$ cat src/rtl/seq_adder_pkg.sv
// Shared types and helpers for the chunked sequential adder.
// Holds the FSM state type, a log2 helper and the default chunk width.
package seq_adder_pkg;

  typedef enum logic [1:0] {
    IDLE,
    RUN,
    DONE
  } state_t;

  localparam int DEF_CHUNK = 2;

  function automatic int clog2(input int v);
    int r;
    r = 0;
    for (int i = 0; i < 31; i++)
      if ((1 << i) < v) r = i + 1;
    return r;
  endfunction

endpackage

$ cat src/rtl/seq_chunk_adder_chunk.sv
// chunk_adder: combinational CHUNK-bit ripple full adder.
// Ports: x, y, ci in; s (sum), co (carry out), c_msb (carry into top bit) out.
module chunk_adder
  import seq_adder_pkg::*;
#(
  parameter int CHUNK = DEF_CHUNK
) (
  input  logic [CHUNK-1:0] x,
  input  logic [CHUNK-1:0] y,
  input  logic             ci,
  output logic [CHUNK-1:0] s,
  output logic             co,
  output logic             c_msb
);

  logic [CHUNK:0] c;

  always_comb begin
    s    = '0;
    c    = '0;
    c[0] = ci;
    for (int i = 0; i < CHUNK; i++) begin
      s[i]     = x[i] ^ y[i] ^ c[i];
      c[i + 1] = (x[i] & y[i]) | (c[i] & (x[i] ^ y[i]));
    end
  end

  assign co    = c[CHUNK];
  assign c_msb = c[CHUNK-1];

endmodule

$ cat src/rtl/seq_chunk_adder.sv
// Multi-cycle WIDTH-bit adder, CHUNK bits per clock, LSB chunk first.
// Ports: clk, rst_n (sync, active-low); in_valid/in_ready, a, b, cin in;
// out_valid/out_ready, sum, cout, ovf out; busy high in RUN and DONE.
// Macro SEQ_ADDER_SUB_EN adds input sub (a - b when set, cin ignored).
module seq_chunk_adder
  import seq_adder_pkg::*;
#(
  parameter int WIDTH = 16,
  parameter int CHUNK = DEF_CHUNK
) (
  input  logic             clk,
  input  logic             rst_n,
  input  logic             in_valid,
  output logic             in_ready,
  input  logic [WIDTH-1:0] a,
  input  logic [WIDTH-1:0] b,
  input  logic             cin,
`ifdef SEQ_ADDER_SUB_EN
  input  logic             sub,
`endif
  output logic             out_valid,
  input  logic             out_ready,
  output logic [WIDTH-1:0] sum,
  output logic             cout,
  output logic             ovf,
  output logic             busy
);

  localparam int NCHUNK = WIDTH / CHUNK;
  localparam int KW =
    (clog2(NCHUNK) < 1) ? 1 : clog2(NCHUNK);

  if (CHUNK < 1 || CHUNK > WIDTH ||
      (WIDTH % CHUNK) != 0) begin : g_bad_cfg
    $error("seq_chunk_adder: bad WIDTH/CHUNK");
  end

  state_t state, state_n;

  logic [WIDTH-1:0] a_q, b_q, sum_q;
  logic [WIDTH-1:0] b_in;
  logic             c_in;
  logic             carry_q, cout_q, ovf_q;
  logic [KW-1:0]    idx;
  logic             last;

  logic [CHUNK-1:0] s;
  logic             co, c_msb;

  // Subtraction folds into the add: b is inverted
  // and the carry forced high when operands latch.
`ifdef SEQ_ADDER_SUB_EN
  assign b_in = sub ? ~b : b;
  assign c_in = sub | cin;
`else
  assign b_in = b;
  assign c_in = cin;
`endif

  assign last = (idx == KW'(NCHUNK - 1));

  chunk_adder #(.CHUNK(CHUNK)) u_chunk (
    .x     (a_q[idx*CHUNK +: CHUNK]),
    .y     (b_q[idx*CHUNK +: CHUNK]),
    .ci    (carry_q),
    .s     (s),
    .co    (co),
    .c_msb (c_msb)
  );

  always_ff @(posedge clk) begin
    if (!rst_n) state <= IDLE;
    else        state <= state_n;
  end

  always_comb begin
    state_n   = state;
    in_ready  = 1'b0;
    out_valid = 1'b0;
    busy      = 1'b0;
    unique case (state)
      IDLE: begin
        in_ready = 1'b1;
        if (in_valid) state_n = RUN;
      end
      RUN: begin
        busy = 1'b1;
        if (last) state_n = DONE;
      end
      DONE: begin
        busy      = 1'b1;
        out_valid = 1'b1;
        if (out_ready) state_n = IDLE;
      end
      default: state_n = IDLE;
    endcase
  end

  always_ff @(posedge clk) begin
    if (!rst_n) begin
      a_q     <= '0;
      b_q     <= '0;
      sum_q   <= '0;
      carry_q <= 1'b0;
      cout_q  <= 1'b0;
      ovf_q   <= 1'b0;
      idx     <= '0;
    end else begin
      unique case (state)
        IDLE: begin
          if (in_valid) begin
            a_q     <= a;
            b_q     <= b_in;
            carry_q <= c_in;
            idx     <= '0;
          end
        end
        RUN: begin
          sum_q[idx*CHUNK +: CHUNK] <= s;
          carry_q <= co;
          if (last) begin
            cout_q <= co;
            ovf_q  <= co ^ c_msb;
          end else begin
            idx <= idx + 1'b1;
          end
        end
        default: ;
      endcase
    end
  end

  assign sum  = sum_q;
  assign cout = cout_q;
  assign ovf  = ovf_q;

endmodule

$ cat config.mk
export PLATFORM = sky130hd
export DESIGN_NAME = seq_chunk_adder
export DESIGN_NICKNAME = d
export VERILOG_FILES = /design/src/rtl/seq_adder_pkg.sv /design/src/rtl/seq_chunk_adder_chunk.sv /design/src/rtl/seq_chunk_adder.sv
export SDC_FILE = /design/constraint.sdc
export NUM_CORES = 1
export LEC_CHECK = 0
export ABC_AREA = 0
export CORE_MARGIN = 2
export CORE_UTILIZATION = 51
export CTS_CLUSTER_SIZE = 10
export DETAILED_ROUTE_END_ITERATION = 10
export PLACE_DENSITY = 0.8
export SLEW_MARGIN = 25
export SYNTH_ARGS = -nofsm -noshare
export SYNTH_HDL_FRONTEND = slang
export SYNTH_HIERARCHICAL = 1
export SYNTH_SLANG_ARGS = --single-unit
$ cat constraint.sdc
create_clock -name clk -period 3.7 [get_ports clk]
set_input_delay 1.11 -clock clk [delete_from_list [all_inputs] [get_ports clk]]
set_output_delay 1.11 -clock clk [all_outputs]
set_load 0.005 [all_outputs]
# Yosys cells after proc, flatten, opt, wreduce, memory -nomap -nowiden
# Cells that the tools add are included.
# totals
regBits	56
wordCells	53
# classes
n_addsub	2
eq_ne	7
shift	4
muxes	13
bitwise_logic	11
reduce_logical	8
# op_table
cell	count
4-bit negator with 34-bit output	1
2-bit by 34-bit variable shift with 16-bit output (first input constant)	1
2-bit by 34-bit indexed part select with 16-bit output	1
16-bit by 5-bit indexed part select with 2-bit output	2
16-bit bitwise mux	1
2-bit != test (second input constant)	4
2-bit 2-to-1 mux	3
3-bit 2-to-1 mux	2
2-bit case mux with 3 select lines	1
3-bit case mux with 2 select lines	1
2-bit AND reduction	3
3-bit AND reduction	2
1-bit XOR	5
1-bit AND	4
1-bit 2-to-1 mux	4
3-bit by 1-bit adder with 3-bit output (second input constant)	1
3-bit equality test (second input constant)	1
2-bit by 1-bit equality test with 1-bit output (second input constant)	1
2-bit equality test (second input constant)	1
2-bit zero test	1
1-bit bitwise OR	2
1-bit case mux with 2 select lines	1
2-bit nonzero test	1
2-bit OR reduction	1

# Longest topological paths before layout
# Gate-level depths: netlist of the first run.
# depth
depth_word	7
mapped_depth	10
depth_no_buf	8

# Hierarchy
# The synthesis of the first run kept the hierarchy.
# by_module_without_submodules
mod	instances	cells_per_inst	area_per_inst_um2	seq_area_each_um2
seq_chunk_adder	1	299	2687.6	1121.1
chunk_adder	1	2	40.0	0.0

# Worst setup path after synthesis of the first run
# Ideal clock, no wire load.
# synth_timing
path_type	reg2reg
from	reg idx[0]
to	reg ovf_q, in the netlist ovf
t_arrival_ps	2526
required_time_ps	3584
setup_slack_ps	1058
path_stages_with_launch	11
n_path_buf	2
period_less_slack_ps	2642
cell_sequence	dfxtp_1 buf_6 buf_2 mux4_2 nand2_1 nand2_1 fa_1 fa_1 xnor2_1 nand2_1 o211a_1
# synth_via
elab_chain_cells	7
elab_cells_between_ends	13
classes_between	1 x eq/ne; 2 x shift; 9 x bitwise; 1 x reduce/logical
# synth_rtl
element	line	rtl
start: declaration	seq_chunk_adder.sv:44	logic [KW-1:0] idx;
start signal: assignment	seq_chunk_adder.sv:125	idx <= idx + 1'b1;
16-bit by 5-bit indexed part select with 2-bit output (on tied branches)	seq_chunk_adder.sv:63, seq_chunk_adder.sv:64	
1-bit XOR	seq_chunk_adder_chunk.sv:24	c[i + 1] = (x[i] & y[i]) | (c[i] & (x[i] ^ y[i]));
1-bit AND	seq_chunk_adder_chunk.sv:24	
1-bit bitwise OR (*)	seq_chunk_adder_chunk.sv:24	
named net c_msb	seq_chunk_adder.sv:48	logic co, c_msb;
1-bit AND (*)	seq_chunk_adder_chunk.sv:24	
1-bit bitwise OR (*)	seq_chunk_adder_chunk.sv:24	
named net co	seq_chunk_adder.sv:48	
1-bit XOR (*)	seq_chunk_adder.sv:123	ovf_q <= co ^ c_msb;
end signal: assignment	seq_chunk_adder.sv:123	
end: declaration	seq_chunk_adder.sv:43	logic carry_q, cout_q, ovf_q;
# Mark *: on every way through the listed nets, which the timed path passes. The rest lies on a longest branch.
# A chain may end at the register's enable or synchronous reset.

# Worst setup path in the final report of the first run
# layout_timing
from	reg idx[0]
to	reg sum_q[3], in the netlist sum[3]
# layout_via
elab_chain_cells	7
elab_cells_between_ends	13
classes_between	1 x add/sub; 4 x shift; 1 x mux; 7 x bitwise
# layout_rtl
element	line	rtl
16-bit by 5-bit indexed part select with 2-bit output (on tied branches)	seq_chunk_adder.sv:63, seq_chunk_adder.sv:64	
1-bit XOR	seq_chunk_adder_chunk.sv:24	
1-bit AND	seq_chunk_adder_chunk.sv:24	
1-bit bitwise OR (*)	seq_chunk_adder_chunk.sv:24	
named net c_msb	seq_chunk_adder.sv:48	
1-bit XOR (*)	seq_chunk_adder_chunk.sv:23	s[i] = x[i] ^ y[i] ^ c[i];
named net s[1]	seq_chunk_adder.sv:47	logic [CHUNK-1:0] s;
2-bit by 34-bit indexed part select with 16-bit output (*)	seq_chunk_adder.sv:119	sum_q[idx*CHUNK +: CHUNK] <= s;
16-bit bitwise mux (*)	seq_chunk_adder.sv:119	
end signal: indexed assignment	seq_chunk_adder.sv:119	
end: declaration	seq_chunk_adder.sv:40	logic [WIDTH-1:0] a_q, b_q, sum_q;
# Marks and branches as above.

==> results.cfg, run 1 <==
[sta]
period_minus_slack_ps = 2960
final_min_period_over_clock_period_pct = 80.0
slew_headroom_pct = 50.2
fin_skew_ps = 5.62
grt_setup_unrepaired = no
achievable-frequency_mhz = 338
timing.final.setup_violations = 0
timing_max_transition_violations_final = 0
tightestPinTransition_ps = 746
timing_hold_violations_final = 0
setup_total_negative_slack_ps = 0

[finish]
design.final.nets = 398
antenna_cells_inserted = 0
layout-area-overhead-vs-synth_pct = 25.3
final_layout_size_suffix_gt1_share_pct = 5.70
stdcell_count = 421
postLayoutCoreUtil_pct = 66.5

[yosys]
synthCells = 301
synthTopCellsByCount = sky130_fd_sc_hd__nand2_1 (106), sky130_fd_sc_hd__dfxtp_1 (56), sky130_fd_sc_hd__a21boi_0 (32), sky130_fd_sc_hd__mux2i_1 (19), sky130_fd_sc_hd__clkbuf_1 (12)
synth.cell_area_mm2 = 0.00273
synthesis.nets = 349
synth_top_area_cell = sky130_fd_sc_hd__dfxtp_1
post_synth_edffs = 0
synthDominantCellAreaShare_pct = 41.1
synth_cell_type_count = 36
avgSynthCellArea_um2 = 9.06
postSynth.asyncResetShare_pct = 0
synth_seq_cells = 56
seq_area_frac_synth_pct = 41.1
cell_with_the_most_instances_after_synthesis = sky130_fd_sc_hd__nand2_1
synth_flop_cell = sky130_fd_sc_hd__dfxtp_1
synthTopCellsByArea = sky130_fd_sc_hd__dfxtp_1 (41%), sky130_fd_sc_hd__nand2_1 (15%), sky130_fd_sc_hd__a21boi_0 (8.8%), sky130_fd_sc_hd__mux2i_1 (7.0%), sky130_fd_sc_hd__mux4_1 (4.8%)
count_of_yosys_warnings_during_synthesis = 6

[drt]
routed_wirelength_mm = 5.72
route.detailed.vias_per_inst = 5.22
vias = 2197
avgRoutedWirePerCell_um = 13.6
drt_first_iter_violations = 153
firstDrtPassIters = 4
final_antenna_net_count = 0
drc_errors = 0

[clocking]
ctsHtreeMaxLevel = 2
clk_transition_reported_paths_ps = 100
cts_resized = 0
clock_latency_of_the_later_clocked_register_in_the_worst_skew_pair_ps = 310
ctsLongestPathBuffers = 2
cts_root_buffer = sky130_fd_sc_hd__clkbuf_8
cts_buffers = 5
cts_hold_buf = 0
setup_repair_bufs_after_cts = 0
cts_tree = built
cts_num_sinks = 56

[global_routing]
grt_pass1_wl_mm = 9.70
grt_start_max_net_pins = 49
gr-usage-all-layers_pct = 20.0
antenna_found_initial = 0
grt_pass1_vias = 2128
grt_remaining_overflow = 0

[worst_setup_path]
worstSetupEndpointType = register
critPathArrivalTime_ps = 3200
worstPathMaxFanout = 11
setup.worst_path.start_class = register
worst_ep_required_time_ps = 3940
worstSetupPathType = register to register

[place]
routabilityCongestion = 0.748
hpwl_mm = 4.14
buffer_ports.inserted = 57
place.detailed.instances = 413

[floorplanning]
placement_rows = 26
die_h_um = 77.1
placeableCoreArea_mm2 = 0.00514
floorplan.initialDensity_pct = 53.1
die_w_um = 77.1
dieArea_mm2 = 0.00595
ios = 58

[run_status]
outcome = completed

[pwr]
post_layout_power_mw = 1.66
leakagePower_nw = 1.31
max-vdd-ir-drop_uv = 304
pwr_density_cell_mw_per_mm2 = 485

[run]
max_cap_violations = 0

[hold_path]
hp-class = register to register
[cell type report]
cell class | count | area, µm²
Fill cell | 461 | 1720
Multi-Input combinational cell | 221 | 1500
Sequential cell | 56 | 1120
Timing Repair Buffer | 61 | 596
Tap cell | 70 | 87.6
Clock buffer | 7 | 86.3
Inverter | 5 | 18.8
Clock inverter | 1 | 7.51
[path summary, 6_finish.rpt]
path	from	end	slack [ps]	cells after the start
worst max-delay path	idx[0]	sum[3]	740	7
worst min-delay path	sum[8]	sum[8]	460	2
worst max register to register	idx[0]	sum[3]	740	7
worst min register to register	sum[8]	sum[8]	460	2
[where the power goes]
group / switching (mW) / internal [mW]
logic: 0.293 / 0.269
registers: 0.0629 / 0.683
clock network: 0.198 / 0.153
total: 0.554 / 1.10
[stage by stage]
step           worst slack (ps)  area [µm²]  hold slack [ps]
2_1_floorplan              1060        2730              439
6_report                    740        3420              462
3_3_place_gp                835        3320              445
4_1_cts                     732        3420              465
3_5_place_dp                744        3320              451
5_1_grt                     535        3420              484
[sequential cells by signal, summed over array words and instances, names as in the netlist]
signal / cells
a_q: 16
b_q: 16
carry_q: 1
cout: 1
idx: 3
ovf: 1
state: 2
sum: 16
[routing by layer]
metal / part of all wire (%) / vias to the layer above / routed length [µm] / global-route usage (%)
met3: 3.3 / 6 / 190 / 3.76
li1: - / 1119 / - / -
met4: 1.2 / 0 / 69 / 5.36
met5: 0 / - / 0 / 0
met1: 47 / 1031 / 2660 / 25.5
met2: 49 / 41 / 2800 / 34.8
[placed cells by master, fill, tap and decap left out, types with 3 or more instances in the layout]
cell and instances:
sky130_fd_sc_hd__dfxtp_1 56, sky130_fd_sc_hd__mux2i_1 19, sky130_fd_sc_hd__clkdlybuf4s50_1 56, sky130_fd_sc_hd__nand3b_1 3, sky130_fd_sc_hd__nor2b_1 6, sky130_fd_sc_hd__nor2_1 4
sky130_fd_sc_hd__ha_1 9, sky130_fd_sc_hd__nand2_1 106, sky130_fd_sc_hd__buf_4 4, sky130_fd_sc_hd__mux4_1 5, sky130_fd_sc_hd__a21boi_0 32, sky130_fd_sc_hd__clkbuf_8 6
sky130_fd_sc_hd__mux4_2 3, sky130_fd_sc_hd__inv_1 5, sky130_fd_sc_hd__nor3_1 4, sky130_fd_sc_hd__o211a_1 3
[cell families (layout without fill, tap and decap cells)]
logic type | count (synthesis) | after routing | share of synthesized area, %
xor+xnor | 1 | 1 | 0.321
simple gates | 137 | 137 | 22.2
mux | 28 | 28 | 14.7
compound gates | 44 | 44 | 12.2
buf+inv | 24 | 74 | 3.85
fa+ha+maj | 11 | 11 | 5.60
flops | 56 | 56 | 41.1
[critical path: stages, from the launching register on]
cell                      delay [ps]
sky130_fd_sc_hd__dfxtp_1         670
sky130_fd_sc_hd__mux4_1          630
sky130_fd_sc_hd__nand2_1          80
sky130_fd_sc_hd__nand2_1          70
sky130_fd_sc_hd__fa_1            480
sky130_fd_sc_hd__fa_1            600
sky130_fd_sc_hd__nand3_1         160
sky130_fd_sc_hd__mux2i_1         190
No activity file was read; power rests on OpenSTA's default activity.
==> run 2, diff against run 1 <==
CORE_UTILIZATION = 46   (was 51)
PLACE_DENSITY = 0.76   (was 0.8)
clock period = 2.4 ns   (was 3.7 ns; I/O delays follow)
==> run 2 against run 1 <==
Sequential power grew 53%. Clock skew grew 4.7 ps. Sequential share of layout area shrank 0.68 points. Combinational power grew 69%. Critical path depth grew 1. Highest routed layer unchanged. Clock power grew 47%. Cell area grew 2.5%. Setup slack lost 730 ps.
==> results.cfg, run 2 (synthesis gave the netlist of run 1 again) <==
[run_status]
outcome = completed

[finish]
layout-area-overhead-vs-synth_pct = 28.4
design.final.nets = 406
final_layout_size_suffix_gt1_share_pct = 9.75
mostFrequentLayoutCells = sky130_fd_sc_hd__nand2_1 (106), sky130_fd_sc_hd__clkdlybuf4s50_1 (56), sky130_fd_sc_hd__dfxtp_1 (55), sky130_fd_sc_hd__a21boi_0 (32), sky130_fd_sc_hd__mux2i_1 (19)
antenna_cells_inserted = 0
mostFrequentLayoutCell = sky130_fd_sc_hd__nand2_1

[sta]
achievable-frequency_mhz = 418
timing_hold_violations_final = 0
slew_headroom_pct = 66.1
timing_max_transition_violations_final = 0
final_min_period_over_clock_period_pct = 99.8
tightestPinTransition_ps = 509
grt_setup_unrepaired = yes
finalHoldWorstSlack_ps = 461
timing.final.setup_violations = 0
period_minus_slack_ps = 2390
fin_skew_ps = 10.4

[floorplanning]
die_h_um = 81.0
floorplan.initialDensity_pct = 46.9
placement_rows = 28
ios = 58
dieArea_mm2 = 0.00656
die_w_um = 81.0
placeableCoreArea_mm2 = 0.00582

[clocking]
cts_num_sinks = 56
ctsHtreeMaxLevel = 2
cts_tree = built
clk_transition_reported_paths_ps = 100
cts_buffers = 5
setup_repair_bufs_after_cts = 0
ctsLongestPathBuffers = 2
cts_root_buffer = sky130_fd_sc_hd__clkbuf_8
cts_hold_buf = 0
clock_latency_of_the_later_clocked_register_in_the_worst_skew_pair_ps = 310

[drt]
routed_wirelength_mm = 5.55
avgRoutedWirePerCell_um = 12.8
drt_first_iter_violations = 73
final_antenna_net_count = 0
topRoutingLayerUsed = met4
wl_met1_mm = 2.56
drc_errors = 0
vias = 2202
met2RoutedLength_mm = 2.65
route.detailed.vias_per_inst = 5.07
firstDrtPassIters = 4
route.met3.wl_um = 238

[worst_setup_path]
timing.critical_path.slowest_stage_cell = sky130_fd_sc_hd__fa_2
reg_to_reg_end = sum[11]
setup.worst_path.start_class = register
worstSetupPathType = register to register
critPathArrivalTime_ps = 2640
reg2reg_slack_ps = 5
worst_r2r_startpoint = idx[0]
timing.reg2reg.worst_path_depth = 8
cpPeakStageDelay_ps = 590
worstSetupEndpointType = register
worst_ep_required_time_ps = 2650
worst_setup_ep = sum[11]
cp_cell_sequence = buf_6 -> mux4_2 -> nand2_1 -> nand2_1 -> fa_2 -> fa_2 -> nand3_2 -> mux2i_1
startpoint = idx[0]
worstPathMaxFanout = 6

[pwr]
leakagePower_nw = 1.35
pwr_density_cell_mw_per_mm2 = 745
max-vdd-ir-drop_uv = 369
post_layout_power_mw = 2.61

[global_routing]
grt_remaining_overflow = 0
antenna_found_initial = 0
grt_start_max_net_pins = 33
grt_pass1_wl_mm = 9.33
grt_pass1_vias = 2076
gr-usage-all-layers_pct = 18.1

[hold_path]
hp-class = register to register

[place]
hpwl_mm = 4.18
routabilityCongestion = 0.842
buffer_ports.inserted = 57

[run]
max_cap_violations = 0
## run 2: cell types whose count changed in the layout (fill, tap and decap cells not counted), moves of 2 or more
| cell | before | now |
|---|---|---|
| sky130_fd_sc_hd__buf_4 | 4 | 10 |
| sky130_fd_sc_hd__fa_1 | 2 | 0 |
| sky130_fd_sc_hd__fa_2 | 0 | 2 |
| sky130_fd_sc_hd__mux4_1 | 5 | 3 |
| sky130_fd_sc_hd__mux4_2 | 3 | 5 |
## run 2: report_power, final
group          internal (mW)  switching [mW]  leakage [nW]
clock network          0.209           0.308        0.0456
logic                  0.477           0.473         0.843
registers               1.06          0.0845         0.458
## run 2: metal layers
layer  GRT usage [%]  vias up
met5               0        -
met4            5.76        0
met3            3.67       11
met2            31.4       52
met1            22.5     1012
li1                -     1127
## run 2: critical path, delay by kind of cell, from the launching register on
| family | cells | cell delay [ps] |
|---|---|---|
| AND/OR/NAND/NOR | 3 | 240 |
| adder cells (fa/ha/maj) | 2 | 950 |
| buffers and inverters | 1 | 110 |
| flip-flops | 1 | 410 |
| multiplexers | 2 | 620 |
## run 2: per-stage QoR
| stage | util [%] | area [µm²] | TNS, ps | instances | setup WS [ps] |
|---|---|---|---|---|---|
| after floorplan | - | 2750 | 0 | 301 | 20.6 |
| after global placement | 58.7 | 3410 | 0 | 426 | 43.5 |
| after detailed placement | 58.7 | 3410 | 0 | 426 | 8.34 |
| after CTS | 60.2 | 3500 | 0 | 434 | 2.95 |
| after global routing | 60.2 | 3500 | -580 | 434 | -90.0 |
| final | 60.2 | 3500 | 0 | 434 | 5.25 |
## run 2: worst min-delay path by stage
stage	startpoint	cells past startpoint	endpoint	slack, ps
floorplan	a_q[11]	2	a_q[11]	440
global placement	sum[12]	2	sum[12]	440
detailed placement	sum[3]	2	sum[3]	450
CTS	sum[2]	2	sum[2]	470
global route	sum[13]	2	sum[13]	480
finish	sum[2]	2	sum[2]	460
## run 2: cell type report
type / count / area, µm²
clock inverter: 2 / 13.8
multi-input combinational: 221 / 1510
inverter: 5 / 18.8
fill: 530 / 2310
sequential: 56 / 1120
clock buffer: 6 / 72.6
timing repair buffer: 69 / 672
tap: 75 / 93.8
## run 2: what timing repair did
action	4_1_cts	5_1_grt
resized for setup	1	4
pin swaps	0	1
gates cloned	0	0
endpoints found under the setup margin	9	10
==> run 3, diff against run 2 <==
CORE_UTILIZATION = 56   (was 46)
DONT_BUFFER_PORTS = 1   (was default)
GPL_TIMING_DRIVEN = 0   (was default)
PLACE_DENSITY = 0.74   (was 0.76)
SKIP_CTS_REPAIR_TIMING = 1   (was default)
==> run 3 against run 2 <==
The run now ends with setup timing left. Wire length grew 2.4%. Final cell count down 11%. Cell area decreased by 13%. Sequential power barely moved. Die area is 17% lower. Clock skew about the same. Non-clock buffer count down 38. Clock power grew 4.3%. First-iteration DRC count is 22% lower. Flip-flop and latch count did not move.
==> results.cfg, run 3 (synthesis gave the netlist of run 1 again) <==
[drt]
firstDrtPassIters = 4
routed_wirelength_mm = 5.68
avgRoutedWirePerCell_um = 14.6
drt_first_iter_violations = 57
drc_errors = 0
route.detailed.vias_per_inst = 5.38
final_antenna_net_count = 0
vias = 2089

[place]
buffer_ports.inserted = 0
routabilityCongestion = 0.732
place.detailed.instances = 368
hpwl_mm = 4.09
placement.cell_area_mm2 = 0.00283

[worst_setup_path]
critPathArrivalTime_ps = 2820
timing.reg2reg.worst_path_depth = 9
reg_to_reg_end = sum[5]
reg2reg_slack_ps = -170
worst_ep_required_time_ps = 2650
worstPathMaxFanout = 7
worst_r2r_startpoint = idx[0]
worstSetupPathType = register to register
worstSetupEndpointType = register
setup.worst_path.start_class = register

[pwr]
pwr-share-clk_pct = 20.4
pwr_density_cell_mw_per_mm2 = 866
power.share.sequential_pct = 42.6
intPower_mw = 1.75
leakagePower_nw = 1.19
power.switching_fraction_pct = 33.9
post_layout_power_mw = 2.64
max-vdd-ir-drop_uv = 463
comb_power_share_pct = 37.0
netSwitchingPower_uw = 895

[global_routing]
grt_pass1_wl_mm = 9.08
antenna_found_initial = 0
grt_pass1_vias = 1947
grt_remaining_overflow = 0
grt_start_max_net_pins = 17
gr-usage-all-layers_pct = 21.8

[finish]
mostFrequentLayoutCells = sky130_fd_sc_hd__nand2_1 (104), sky130_fd_sc_hd__dfxtp_1 (55), sky130_fd_sc_hd__a21boi_0 (32), sky130_fd_sc_hd__mux2i_1 (19), sky130_fd_sc_hd__clkbuf_1 (13)
postLayoutCellArea_mm2 = 0.00305
antenna_cells_inserted = 0
layout-area-overhead-vs-synth_pct = 11.7
design.final.nets = 368
final_layout_size_suffix_gt1_share_pct = 13.7
stdcell_count = 388
mostFrequentLayoutCell = sky130_fd_sc_hd__nand2_1

[floorplanning]
placeableCoreArea_mm2 = 0.00472
ios = 58
die_h_um = 73.8
die_w_um = 73.8
placement_rows = 25
dieArea_mm2 = 0.00544
floorplan.initialDensity_pct = 57.7

[clocking]
cts_buffers = 5
ctsHtreeMaxLevel = 2
clk_transition_reported_paths_ps = 100
ctsLongestPathBuffers = 2
cts_tree = built
cts_root_buffer = sky130_fd_sc_hd__clkbuf_8
cts_num_sinks = 56
clock_latency_of_the_later_clocked_register_in_the_worst_skew_pair_ps = 310

[hold_path]
hp-class = register to register
timing.hold.worst.start = a_q[0]
hold_path_end = a_q[0]
hold_depth = 2

[run_status]
violations = setup timing
outcome = finished, violations left

[sta]
finalWorstSetupSlack_ps = -169
timing.final.setup_violations = 10
period_minus_slack_ps = 2570
tightestPinTransition_ps = 605
fin_skew_ps = 9.97
slew_headroom_pct = 59.6
timing_max_transition_violations_final = 0
final_min_period_over_clock_period_pct = 107
grt_setup_unrepaired = yes
achievable-frequency_mhz = 389
setup_total_negative_slack_ps = -1390
timing_hold_violations_final = 0

[run]
max_cap_violations = 0
[run 3: changes by cell type in the layout (fill, tap and decap cells not counted), sizes merged]
| cell | delta |
|---|---|
| clkinv | -1 |
| clkbuf | +13 |
| buf | +6 |
| inv | -1 |
| clkdlybuf4s50 | -56 |
| clkinvlp | +1 |
[run 3: area by class of cell]
type	count	area (µm²)
fill	395	1680
multi-input combinational	221	1530
sequential	56	1120
buffer	19	110
timing repair buffer	12	90.1
clock buffer	7	86.3
tap	67	83.8
inverter	5	18.8
clock inverter	1	7.51
[run 3: how the worst max path moves through the flow]
stage	depth (start not counted)	from	slack (ps)	to
2_1_floorplan	9	idx[0]	20	sum[9]
3_3_place_gp	9	idx[0]	-190	sum[5]
3_5_place_dp	9	idx[0]	-230	sum[7]
4_1_cts	9	idx[0]	-250	sum[7]
5_1_grt	9	idx[0]	-290	sum[5]
6_report	9	idx[0]	-170	sum[5]
[run 3: power by group through the flow]
stage	combinational [mW]	clock [mW]	sequential, mW
final	0.978	0.539	1.12
after global routing	1.08	0.585	1.14
after CTS	0.836	0.549	1.12
after detailed placement	0.832	0	1.14
after global placement	0.815	0	1.14
after floorplan	0.656	0	1.13
[run 3: routing by layer]
metal  wire length, µm  GRT usage, %  vias to the layer above
met2              2780          37.6                       41
met4                59          5.45                        0
met3               199          3.98                        7
met1              2640          28.0                      983
met5                 0             0                        -
li1                  -             -                     1058
[run 3: worst max-delay path, cell delays in order, from the launching register on]
cell                       delay (ps)
sky130_fd_sc_hd__dfxtp_2          370
sky130_fd_sc_hd__buf_12           120
sky130_fd_sc_hd__buf_12           100
sky130_fd_sc_hd__mux4_2           500
sky130_fd_sc_hd__nand2_2           90
sky130_fd_sc_hd__nand2_2           60
sky130_fd_sc_hd__fa_2             400
sky130_fd_sc_hd__fa_2             620
sky130_fd_sc_hd__nand3b_1         120
sky130_fd_sc_hd__mux2i_1          140
[run 3: stage by stage]
stage | hold WS [ps] | setup WS [ps] | utilization (%)
floorplan | 439 | 20.6 | -
global placement | 447 | -194 | 59.9
detailed placement | 454 | -230 | 59.9
CTS | 467 | -248 | 61.9
global route | 493 | -291 | 64.5
finish | 466 | -169 | 64.5
